$ cat config.mk
export PLATFORM = sky130hd
export DESIGN_NAME = pc_redirect_sequencer
export DESIGN_NICKNAME = d
export VERILOG_FILES = /design/src/rtl/pc_redirect_sequencer_pkg.sv /design/src/rtl/pc_redirect_sequencer_target_addr_holder.sv /design/src/rtl/pc_redirect_sequencer.sv
export SDC_FILE = /design/constraint.sdc
export NUM_CORES = 1
export LEC_CHECK = 0
export ABC_AREA = 1
export BUFFER_PORTS_ARGS = -buffer_cell sky130_fd_sc_hd__buf_2
export CELL_PAD_IN_SITES_DETAIL_PLACEMENT = 1
export CELL_PAD_IN_SITES_GLOBAL_PLACEMENT = 1
export CORE_MARGIN = 1.5
export CORE_UTILIZATION = 40
export CTS_CLUSTER_SIZE = 10
export DETAILED_ROUTE_END_ITERATION = 10
export PLACE_DENSITY = 0.77
export SYNTH_ARGS = -nofsm -noshare
export SYNTH_HDL_FRONTEND = slang
export SYNTH_SLANG_ARGS = --single-unit
$ cat constraint.sdc
create_clock -name clk -period 1.52 [get_ports clk]
set_input_delay 0.076 -clock clk [delete_from_list [all_inputs] [get_ports clk]]
set_output_delay 0.076 -clock clk [all_outputs]
set_load 0.05 [all_outputs]
$ cat src/rtl/pc_redirect_sequencer_pkg.sv
// Shared types and constants for the PC redirect sequencer.
package mips_pc_pkg;

    typedef enum logic [1:0] {
        PC_RUN,
        PC_DELAY,
        PC_HALTED
    } pc_state_t;

    localparam logic [31:0] PC_STEP              = 32'd4;
    localparam logic [31:0] PC_RESET_VECTOR_DEF  = 32'hBFC0_0000;
    localparam logic [31:0] PC_HALT_ADDR_DEF     = 32'h0000_0000;

    function automatic logic [31:0] pc_align(input logic [31:0] addr);
        return {addr[31:2], 2'b00};
    endfunction

endpackage

$ cat src/rtl/pc_redirect_sequencer_target_addr_holder.sv
// Holds the branch target captured on the accepting advance until the redirect.
module target_addr_holder (
    input  logic        clk,
    input  logic        rst_n,
    input  logic        clk_enable,
    input  logic [31:0] tgt_addr_0,
    output logic [31:0] tgt_addr
);

    logic [31:0] r_tgt;

    always_ff @(posedge clk or negedge rst_n) begin
        if (!rst_n)
            r_tgt <= 32'd0;
        else if (clk_enable)
            r_tgt <= tgt_addr_0;
    end

    assign tgt_addr = r_tgt;

endmodule

$ cat src/rtl/pc_redirect_sequencer.sv
// Program counter owner: one delay slot after a taken branch, then redirect; halts on HALT_ADDR.
// Optional redirect counter output enabled by defining PC_REDIRECT_COUNT_EN.
module pc_redirect_sequencer
    import mips_pc_pkg::*;
#(
    parameter logic [31:0] RESET_VECTOR = PC_RESET_VECTOR_DEF,
    parameter logic [31:0] HALT_ADDR    = PC_HALT_ADDR_DEF
) (
    input  logic        clk,
    input  logic        rst_n,
    input  logic        clk_enable,
    output logic        pc_valid,
    output logic [31:0] pc,
    input  logic        pc_ready,
    input  logic        branch_req,
    input  logic [31:0] branch_tgt,
    output logic        halted,
    output logic        slot_branch_err,
`ifdef PC_REDIRECT_COUNT_EN
    output logic        align_err,
    output logic [31:0] redirect_count
`else
    output logic        align_err
`endif
);

    pc_state_t   r_state, w_next_state;
    logic [31:0] r_pc;
    logic        r_slot_err, r_align_err;
    logic        w_advance, w_capture;
    logic [31:0] w_tgt;

    assign w_advance = clk_enable & pc_valid & pc_ready;
    assign w_capture = w_advance & branch_req & (r_state == PC_RUN);

    target_addr_holder u_tgt (
        .clk        (clk),
        .rst_n      (rst_n),
        .clk_enable (w_capture),
        .tgt_addr_0 (pc_align(branch_tgt)),
        .tgt_addr   (w_tgt)
    );

    always_ff @(posedge clk or negedge rst_n) begin
        if (!rst_n)
            r_state <= PC_RUN;
        else
            r_state <= w_next_state;
    end

    always_comb begin
        w_next_state = r_state;
        case (r_state)
            PC_RUN:    if (w_advance && branch_req) w_next_state = PC_DELAY;
            PC_DELAY:  if (w_advance) w_next_state = (w_tgt == HALT_ADDR) ? PC_HALTED : PC_RUN;
            PC_HALTED: w_next_state = PC_HALTED;
            default:   w_next_state = PC_RUN;
        endcase
    end

    always_comb begin
        pc_valid = (r_state != PC_HALTED);
        halted   = (r_state == PC_HALTED);
    end

    // In DELAY the slot instruction's branch_req is never a redirect, only an error.
    always_ff @(posedge clk or negedge rst_n) begin
        if (!rst_n) begin
            r_pc        <= RESET_VECTOR;
            r_slot_err  <= 1'b0;
            r_align_err <= 1'b0;
        end else if (w_advance) begin
            if (r_state == PC_DELAY) begin
                r_pc <= w_tgt;
                if (branch_req) r_slot_err <= 1'b1;
            end else begin
                r_pc <= r_pc + PC_STEP;
                if (branch_req && (branch_tgt[1:0] != 2'b00)) r_align_err <= 1'b1;
            end
        end
    end

    assign pc              = r_pc;
    assign slot_branch_err = r_slot_err;
    assign align_err       = r_align_err;

`ifdef PC_REDIRECT_COUNT_EN
    logic [31:0] r_redirect_count;

    always_ff @(posedge clk or negedge rst_n) begin
        if (!rst_n)
            r_redirect_count <= 32'd0;
        else if (w_advance && (r_state == PC_DELAY))
            r_redirect_count <= r_redirect_count + 32'd1;
    end

    assign redirect_count = r_redirect_count;
`endif

endmodule

=== After elaboration in Yosys (flattened, before gate mapping) ===
Index checks and enable logic that the tools add are counted.

* Add/sub/neg operators: 1
* Equality and inequality tests: 5
* Mux-type cells: 5
* Bitwise operators: 5
* Reduce and logical (&&, ||, !) cells: 8

{| class="wikitable"
|+ Operators with widths
! kind !! count
|-
| adder 32 x 3 -> 32 bit (second input constant) || 1
|-
| logical NOT 32 bit || 1
|-
| two-way mux 32 bit || 1
|-
| two-way mux 2 bit || 3
|-
| one-hot mux 2 bit (3 select lines) || 1
|-
| AND reduction 3 bit || 2
|-
| AND 1 bit || 4
|-
| != test 2 bit (second input constant) || 2
|-
| equality test 2 x 1 -> 1 bit (second input constant) || 1
|-
| equality test 2 bit (second input constant) || 1
|-
| logical AND 1 bit || 2
|-
| logical NOT 2 bit || 1
|-
| != test 2 x 1 -> 1 bit (second input constant) || 1
|-
| AND reduction 2 bit || 1
|-
| nonzero test 2 bit || 1
|-
| NOT 1 bit || 1
|}

* Register bits: 66
* Input bits: 37
* Output and inout port bits: 36
* Word-level logic and storage cells: 29

=== Logic depth before layout (Yosys ltp) ===
Gate-level depths: netlist (run 1).

* Depth in word-level cells: 6
* Mapped depth: 10
* Depth with buffers taken out: 10

=== Cells and area by module ===
A second synthesis (run 1) with hierarchy kept.

* Cells, all modules: 560
* Area total of the unflattened synthesis: 3986.3 um2

{| class="wikitable"
|+ By module, submodules not included
! module !! times used !! cells each !! area each (um2) !! seq. area each (um2)
|-
| pc_redirect_sequencer || 1 || 424 || 2693.8 || 912.1
|-
| target_addr_holder || 1 || 136 || 1292.5 || 800.8
|}

=== Worst setup path before layout (run 1) ===
OpenSTA, ideal clock, no wires.

* Kind: register to register
* From: register r_pc[3], in the netlist pc[3]
* To: register r_pc[18], in the netlist pc[18]
* Library setup time: 127 ps
* Arrival time: 1674 ps
* Required time: 1393 ps
* Path slack: -282 ps
* Cell stages (with the launch flop): 9
* Buffers on the path: 0
* Clock period less this slack: 1802 ps
* Cell sequence: dfrtp_1 ha_1 nand2_1 nor2_1 nand2_1 nor2_1 o21ai_0 nand2_1 o21ai_0

* Longest elaborated chain between the ends: 2

{| class="wikitable"
|+ RTL lines
! item !! line !! source
|-
| from (decl) || pc_redirect_sequencer.sv:28 || <nowiki>logic [31:0] r_pc;</nowiki>
|-
| from (signal assigned) || pc_redirect_sequencer.sv:74 || <nowiki>r_pc <= w_tgt;</nowiki>
|-
| from (signal assigned) || pc_redirect_sequencer.sv:77 || <nowiki>r_pc <= r_pc + PC_STEP;</nowiki>
|-
| adder 32 x 3 -> 32 bit || pc_redirect_sequencer.sv:77 ||
|-
| two-way mux 32 bit || pc_redirect_sequencer.sv:73 || <nowiki>if (r_state == PC_DELAY) begin</nowiki>
|}

Every way passes these cells.
A chain may end at the register's enable or synchronous reset.

=== Final worst setup path (run 1) ===
* From: register r_state[1]
* To: register u_tgt.r_tgt[11], in the netlist u_tgt.tgt_addr[11]

* Longest elaborated chain between the ends: 5
* Elaborated cells between the ends (all ways): 6
* Those cells by class: 1 x eq/ne; 4 x bitwise; 1 x reduce/logical

{| class="wikitable"
|+ RTL lines
! item !! line !! source
|-
| from (decl) || pc_redirect_sequencer.sv:27 || <nowiki>pc_state_t r_state, w_next_state;</nowiki>
|-
| from (signal assigned) || pc_redirect_sequencer.sv:48 || <nowiki>r_state <= w_next_state;</nowiki>
|-
| != test 2 bit || pc_redirect_sequencer.sv:62 || <nowiki>pc_valid = (r_state != PC_HALTED);</nowiki>
|-
| AND 1 bit (2 in a row) || pc_redirect_sequencer.sv:33 || <nowiki>assign w_advance = clk_enable & pc_valid & pc_ready;</nowiki>
|-
| AND 1 bit || pc_redirect_sequencer.sv:34 || <nowiki>assign w_capture = w_advance & branch_req & (r_state == PC_RUN);</nowiki>
|-
| AND 1 bit * || pc_redirect_sequencer.sv:34 ||
|-
| to (signal assigned) || pc_redirect_sequencer_target_addr_holder.sv:16 || <nowiki>r_tgt <= tgt_addr_0;</nowiki>
|-
| to (decl) || pc_redirect_sequencer_target_addr_holder.sv:10 || <nowiki>logic [31:0] r_tgt;</nowiki>
|}

Mark *: on every way between the ends. The rest lies on a longest branch, timed or not.

==> results of run 1 <==
## cells in the mapped netlist (all sizes together), types with 3 or more instances
cell | n | area (um^2)
a21oi | 39 | 259
nand4 | 3 | 18.8
dfrtp | 55 | 1380
buf | 17 | 119
dfstp | 9 | 236
nor2 | 81 | 379
nand2 | 151 | 567
nand3 | 32 | 173
o211ai | 4 | 30.0
inv | 64 | 245
o21ai | 48 | 240
## flip-flops by register name, indices dropped and copies added, names as in the netlist
name,cells
r_state,2
slot_branch_err,1
u_tgt.tgt_addr,30
pc,30
align_err,1
## metal layers
| metal | global-route usage [%] | routed length, um | vias to the layer above |
|---|---|---|---|
| met4 | 8.67 | 196 | 0 |
| li1 | - | - | 1885 |
| met5 | 0 | 0 | - |
| met1 | 33.2 | 5850 | 1894 |
| met3 | 4.29 | 441 | 13 |
| met2 | 45.7 | 6220 | 85 |
## power by group through the flow
stage / logic, mW / clock network (mW) / registers, mW
after floorplan: 1.23 / 0 / 3.89
after global placement: 3.32 / 0 / 2.84
after detailed placement: 3.40 / 0 / 2.88
after CTS: 3.49 / 1.55 / 2.85
after global routing: 4.01 / 1.61 / 2.94
final: 3.69 / 1.54 / 2.88
## worst max-delay path: stages, from the launching register on
cell	delay, ns
dfrtp_1	0.42
inv_2	0.13
nor2_4	0.07
nor2_8	0.11
inv_6	0.07
nor2_8	0.10
nand3_4	0.12
buf_12	0.19
nor2_2	0.11
a21oi_2	0.04
## area by class of cell
type                    count  area (um^2)  share of cell area (%)
clock buffers              11          141                    2.72
clock inverters             5         57.6                    1.11
repair buffers            134         1020                    19.7
well taps                 111          139                    2.67
flip-flops and latches     64         1630                    31.4
multi-input cells         372         1960                    37.7
inverters                  64          245                    4.71
## through the flow
step	std cells	hold slack [ns]	setup TNS [ns]
after floorplan	519	-0.220	-0.00765
after global placement	706	0.124	-0.0706
after detailed placement	706	0.122	-0.192
after CTS	756	0.292	-0.0936
after global routing	761	0.329	-1.14
final	761	0.280	0
## cell families after synthesis
| kind of cell | after synthesis | synth area share, % |
|---|---|---|
| simple gates | 274 | 31.6 |
| compound gates | 95 | 15.0 |
| buf+inv | 83 | 9.93 |
| flops | 64 | 43.1 |
| fa+ha+maj | 1 | 0.334 |
| other cells | 1 | 0.100 |
## what timing repair did
item                                    in CTS  in global routing
pin swaps                                    0                 12
resized for setup                            2                 55
cloned                                       0                  1
hold buffers                                34                  0
buffers inserted                             0                  4
endpoints found under the setup margin       6                 48
endpoints found under the hold margin       87                  0
## path summary, 6_finish.rpt
path	slack (ns)	to	depth (start not counted)	start
worst min-delay path	0.28	u_tgt.tgt_addr[15]$_DFFE_PN0P_	3	rst_n
worst max-delay path	0.03	u_tgt.tgt_addr[11]$_DFFE_PN0P_	9	r_state[1]$_DFFE_PN0P_
worst max register to register	0.03	u_tgt.tgt_addr[11]$_DFFE_PN0P_	9	r_state[1]$_DFFE_PN0P_
worst min register to register	0.49	align_err$_DFFE_PN0P_	2	align_err$_DFFE_PN0P_
max in group asynchronous	0.90	pc[28]$_DFFE_PN1N_	3	rst_n
min in group clk	0.36	r_state[1]$_DFFE_PN0P_	5	pc_ready
==> impl_metrics.ini, run 1 <==
[cells_and_area]
final_util_pct = 56.9
fin_area_mm2 = 0.00520
fill_cells = 1139
final_common_cell = nand2_1
fin_nets = 683
final_cell_mix = nand2_1, buf_2, inv_1
areaGrowthSynthToFinish_pct = 39.1
drive_above_1_share_pct = 34.0
num_antenna_cells = 0

[synthesis]
seq_area_frac_synth_pct = 43.1
synthCells = 518
synth_area_mm2 = 0.00374
synth-edff-count = 0
async_flop_share_pct = 100
avgSynthCellArea_um2 = 7.22
yosys.cell_types.count = 32
synth_warnings = 0
synth_ff_type = dfrtp_1
ys_ff_latch = 64

[cts]
clock_latency_ns = 0.35
cts_sinks = 64
cts_buffers = 9
cts-root-buf = clkbuf_8
htree_levels = 3
clk_pin_slew_ns = 0.08
cts_tree = yes
cts_buffer_depth = 2

[timing]
clock_skew_ns = 0.00699
finalHoldViolCount = 0
post-route-period-util_pct = 98.0
finalMaxSlewViolations = 0
rsz0062_at_grt = true
setup_ws_ns = 0.0301
period_minus_slack_ns = 1.49
setup_viol = 0
fmax_mhz = 671

[die]
die_w_um = 99.7
initial_core_util_pct = 40.9
die_y_um = 99.7
dieArea_mm2 = 0.00995
placeableCoreArea_mm2 = 0.00915
placementRows = 35
num_io_pins = 73

[worst_hold_path]
hold_class = primary input to asynchronous set/reset pin

[pwr]
p_per_area_mw_per_mm2 = 1560
p_switching_mw = 3.88
switching_share_pct = 47.8
seq_power_share_pct = 35.5
combPwrFrac_pct = 45.5
total_power_mw = 8.11
power.internal_mw = 4.23
pwr-share-clk_pct = 19.0
cellLeakagePower_nw = 2.44
vdd_drop_max_mv = 0.588

[routing]
ant_nets = 0
vias_per_cell = 5.09
drtIter0Drc = 119
dr_total_vias = 3877
finalWirelength_mm = 12.7
drcViolationCount = 0
drt-pass1-iter-count = 4
wl_per_cell_um = 16.7

[grt]
overflow = 0
grt_antenna_before_repair = 0
grt_max_degree = 65
grt_use_total_pct = 26.3
grt_pass1_vias = 4166
grt_pass1_wl_mm = 20.4

[place]
hpwl_mm = 8.50
placed_area_mm2 = 0.00444
portBuffers = 70
place.gp.congestion = 0.848
pre_cts_slack_ns = -0.0879

[critical_path]
criticalPathCategory = register to register
cp-start-kind = register
end_kind = register
crit_path_max_fanout = 31
required_ns = 1.75
cp.arrival_ns = 1.72

[job]
drv_cap = 0

[outcome]
status = complete, no violations
No activity file was read; power rests on OpenSTA's default activity.
==> run 2: changes to the inputs <==
--- a/config.mk
+++ b/config.mk
@@ -10,10 +10,11 @@
 export CELL_PAD_IN_SITES_DETAIL_PLACEMENT = 1
 export CELL_PAD_IN_SITES_GLOBAL_PLACEMENT = 1
 export CORE_MARGIN = 1.5
-export CORE_UTILIZATION = 40
+export CORE_UTILIZATION = 35
 export CTS_CLUSTER_SIZE = 10
 export DETAILED_ROUTE_END_ITERATION = 10
-export PLACE_DENSITY = 0.77
+export GPL_TIMING_DRIVEN = 0
+export PLACE_DENSITY = 0.68
 export SYNTH_ARGS = -nofsm -noshare
 export SYNTH_HDL_FRONTEND = slang
 export SYNTH_SLANG_ARGS = --single-unit
==> impl_metrics.ini, run 2 (same netlist as run 1, synthesis figures left out) <==
[routing]
finalWirelength_mm = 13.0
ant_nets = 0
vias_per_cell = 4.91
drcViolationCount = 0
wl_per_cell_um = 16.4
drtIter0Drc = 125
drt-pass1-iter-count = 4
dr_total_vias = 3889

[cts]
htree_levels = 3
cts_tree = yes
clk_pin_slew_ns = 0.07
cts_sinks = 64
clock_latency_ns = 0.35
cts-root-buf = clkbuf_8
cts_buffer_depth = 2
cts_buffers = 9

[timing]
setup_viol = 1
finalMaxSlewViolations = 0
slew_headroom_pct = 41.6
post-route-period-util_pct = 100
clock_skew_ns = 0.0104
period_minus_slack_ns = 1.53
rsz0062_at_grt = true
setup_ws_ns = -0.00546
tns_ns = -0.00546
fmax_mhz = 656
worst_slew_pin_slew_ns = 0.875
finalHoldViolCount = 0

[die]
die_w_um = 106
placementRows = 37
initial_core_util_pct = 36.1
placeableCoreArea_mm2 = 0.0104
die_y_um = 106
num_io_pins = 73
dieArea_mm2 = 0.0113

[grt]
grt_pass1_wl_mm = 20.7
grt_max_degree = 65
overflow = 0
grt_pass1_vias = 4049
grt_antenna_before_repair = 0
grt_use_total_pct = 24.0

[place]
hpwl_mm = 9.01
portBuffers = 70
place.gp.congestion = 0.783
pre_cts_slack_ns = -0.228

[job]
drv_cap = 0

[worst_hold_path]
hold_class = primary input to register

[outcome]
violations = setup timing
status = finished, violations left

[critical_path]
cp.arrival_ns = 1.76
crit_path_max_fanout = 10
required_ns = 1.75
criticalPathCategory = register to register
cp-start-kind = register
end_kind = register

[cells_and_area]
fin_nets = 689
drive_above_1_share_pct = 34.9
final_cell_mix = nand2_1, buf_2, inv_1
final_common_cell = nand2_1
num_antenna_cells = 0
fill_cells = 1339
areaGrowthSynthToFinish_pct = 38.3

[pwr]
cellLeakagePower_nw = 2.45
vdd_drop_max_mv = 0.785
p_per_area_mw_per_mm2 = 1540
[run 2: timing repair]
item                                   4_1_cts  5_1_grt
resized for setup                           18       54
setup endpoints to repair                   59       49
gates cloned                                 0        0
endpoints found under the hold margin       87        0
setup buffers                                5       12
pin swaps                                    4       14
hold buffers                                34        0
[run 2: report_power, final]
part	internal, mW	switching (mW)	leakage (nW)	total (mW)
registers	2.30	0.615	0.719	2.92
logic	1.04	2.49	1.63	3.53
clock network	0.801	0.730	0.0993	1.53
total	4.14	3.84	2.45	7.98
[run 2: critical path, cell delays in order (launching register included)]
cell,delay (ns)
dfrtp_1,0.40
inv_2,0.09
nor2_4,0.06
nor2_8,0.16
inv_8,0.07
nor2_8,0.11
nand3_4,0.15
buf_6,0.19
nor2_1,0.12
a21oi_2,0.05
[run 2: routing by layer]
metal / vias up / routed length, um / GRT usage, %
li1: 1908 / - / -
met1: 1893 / 6100 / 31.5
met2: 73 / 6230 / 39.6
met3: 15 / 469 / 4.66
met4: 0 / 204 / 7.63
met5: - / 0 / 0
[run 2: cell type report]
type	count	area, um^2	area share (%)
buffer	19	160	3.09
multi-input combinational	372	1940	37.5
clock buffer	11	141	2.73
sequential	64	1630	31.6
tap	136	170	3.29
inverter	64	250	4.83
clock inverter	5	56.3	1.09
timing repair buffer	121	823	15.9
[run 2: worst paths after layout]
kind / startpoint / endpoint / slack, ns / cells past startpoint
hold reg to reg: slot_branch_err$_DFFE_PN0P_ / slot_branch_err$_DFFE_PN0P_ / 0.47 / 1
setup reg to reg: r_state[1]$_DFFE_PN0P_ / u_tgt.tgt_addr[28]$_DFFE_PN0P_ / -0.005 / 9
min in group asynchronous: rst_n / u_tgt.tgt_addr[15]$_DFFE_PN0P_ / 0.39 / 2
setup / recovery: r_state[1]$_DFFE_PN0P_ / u_tgt.tgt_addr[28]$_DFFE_PN0P_ / -0.005 / 9
hold / removal: clk_enable / r_state[1]$_DFFE_PN0P_ / 0.32 / 5
max in group asynchronous: rst_n / pc[11]$_DFFE_PN0N_ / 0.51 / 2
[run 2: metrics by stage]
step | cells | hold slack [ns] | instance area [um^2] | total power [mW] | util, %
finish | 792 | 0.318 | 5180 | 7.98 | 49.9
global route | 792 | 0.339 | 5180 | 8.48 | 49.9
CTS | 780 | 0.306 | 4950 | 7.73 | 47.7
floorplan | 519 | -0.220 | 3800 | 5.11 | -
global placement | 725 | 0.315 | 4320 | 5.98 | 41.7
detailed placement | 725 | 0.254 | 4320 | 6.07 | 41.7
==> run 3: changes to the inputs <==
--- a/config.mk
+++ b/config.mk
@@ -14,6 +14,7 @@
 export CTS_CLUSTER_SIZE = 10
 export DETAILED_ROUTE_END_ITERATION = 10
 export GPL_TIMING_DRIVEN = 0
+export MAX_ROUTING_LAYER = met4
 export PLACE_DENSITY = 0.68
 export SYNTH_ARGS = -nofsm -noshare
 export SYNTH_HDL_FRONTEND = slang
==> impl_metrics.ini, run 3 (same netlist as run 1, synthesis figures left out) <==
[grt]
grt_pass1_wl_mm = 20.7
grt_antenna_before_repair = 0
grt_pass1_vias = 4053
grt_use_total_pct = 24.7
overflow = 0
grt_max_degree = 65

[routing]
wl_per_cell_um = 16.5
drcViolationCount = 0
drtIter0Drc = 124
vias_per_cell = 4.92
ant_nets = 0
dr_total_vias = 3895
finalWirelength_mm = 13.1
drt-pass1-iter-count = 4

[cts]
cts_tree = yes
cts_buffer_depth = 2
htree_levels = 3
cts-root-buf = clkbuf_8
cts_sinks = 64
clk_pin_slew_ns = 0.07
cts_buffers = 9
clock_latency_ns = 0.35

[cells_and_area]
areaGrowthSynthToFinish_pct = 38.2
final_common_cell = nand2_1
num_antenna_cells = 0
fin_area_mm2 = 0.00517
fin_nets = 689
final_cells = 792
final_cell_mix = nand2_1, buf_2, inv_1
final_util_pct = 49.9
drive_above_1_share_pct = 34.6
fill_cells = 1341

[timing]
rsz0062_at_grt = true
post-route-period-util_pct = 100
finalMaxSlewViolations = 0
clock_skew_ns = 0.0110
setup_viol = 1
worst_slew_pin_slew_ns = 0.867
slew_headroom_pct = 42.2
period_minus_slack_ns = 1.53
fmax_mhz = 655
setup_ws_ns = -0.00569
finalHoldViolCount = 0

[place]
place.gp.congestion = 0.794
place_inst = 725
placed_area_mm2 = 0.00432
hpwl_mm = 9.01
portBuffers = 70

[outcome]
violations = setup timing
status = finished, violations left

[die]
initial_core_util_pct = 36.1
die_w_um = 106
placementRows = 37
die_y_um = 106
placeableCoreArea_mm2 = 0.0104
num_io_pins = 73
dieArea_mm2 = 0.0113

[critical_path]
end_kind = register
crit_path_max_fanout = 10
criticalPathCategory = register to register
required_ns = 1.75
cp-start-kind = register
cp.arrival_ns = 1.76

[job]
drv_cap = 0

[pwr]
vdd_drop_max_mv = 0.784
p_per_area_mw_per_mm2 = 1540
total_power_mw = 7.97
cellLeakagePower_nw = 2.45

[worst_hold_path]
hold_class = primary input to register
-- run 3: cell counts in the layout (fill, tap and decap cells not counted) --
No cell type changed its count.
-- run 3: through the flow --
step           hold slack (ns)  TNS [ns]  setup slack, ns
2_1_floorplan           -0.220  -0.00765         -0.00765
3_3_place_gp             0.315     -4.01           -0.223
3_5_place_dp             0.254     -4.70           -0.228
4_1_cts                  0.306         0          0.00615
5_1_grt                  0.339    -0.858          -0.0681
6_report                 0.318  -0.00569         -0.00569
-- run 3: power by group --
part           leakage (nW)  internal, mW  total (mW)  switching (mW)
registers             0.719          2.30        2.91           0.608
clock network        0.0993         0.801        1.53           0.730
logic                  1.63          1.03        3.53            2.50
-- run 3: repair_timing --
action	4_1_cts	5_1_grt
hold endpoints to repair	87	0
gates resized for setup	18	52
setup buffers	5	12
hold buffers	34	0
endpoints found under the setup margin	59	49
pin swaps	4	14
-- run 3: area by class of cell --
type,count,area (um^2),share of cell area [%]
Clock inverter,5,56.3,1.09
Clock buffer,11,141,2.73
Timing Repair Buffer,121,823,15.9
Multi-Input combinational cell,372,1940,37.4
Tap cell,136,170,3.29
Buffer,19,160,3.10
Sequential cell,64,1630,31.6
Inverter,64,250,4.84
-- run 3: critical path: stages (launching register included) --
cell	delay (ns)
dfrtp_1	0.40
inv_2	0.09
nor2_4	0.06
nor2_8	0.16
inv_8	0.07
nor2_8	0.11
nand3_4	0.15
buf_6	0.19
nor2_1	0.12
a21oi_2	0.05
-- run 3: worst paths after layout --
| kind | start | endpoint | slack, ns | depth (start not counted) |
|---|---|---|---|---|
| hold / removal | clk_enable | r_state[1]$_DFFE_PN0P_ | 0.32 | 5 |
| setup / recovery | r_state[1]$_DFFE_PN0P_ | u_tgt.tgt_addr[28]$_DFFE_PN0P_ | -0.006 | 9 |
| hold reg to reg | slot_branch_err$_DFFE_PN0P_ | slot_branch_err$_DFFE_PN0P_ | 0.47 | 1 |
| min in group asynchronous | rst_n | u_tgt.tgt_addr[15]$_DFFE_PN0P_ | 0.38 | 2 |
| setup reg to reg | r_state[1]$_DFFE_PN0P_ | u_tgt.tgt_addr[28]$_DFFE_PN0P_ | -0.006 | 9 |
| max in group asynchronous | rst_n | pc[11]$_DFFE_PN0N_ | 0.52 | 2 |
-- run 3: metal layers --
layer  wire, um  share of wire, %  GRT usage (%)  vias up
met2       6280                48           39.6       78
met5          0                 0              -        -
li1           -                 -              -     1907
met3        538               4.1           4.60       22
met1       6010                46           31.6     1888
met4        229               1.8           7.63        0
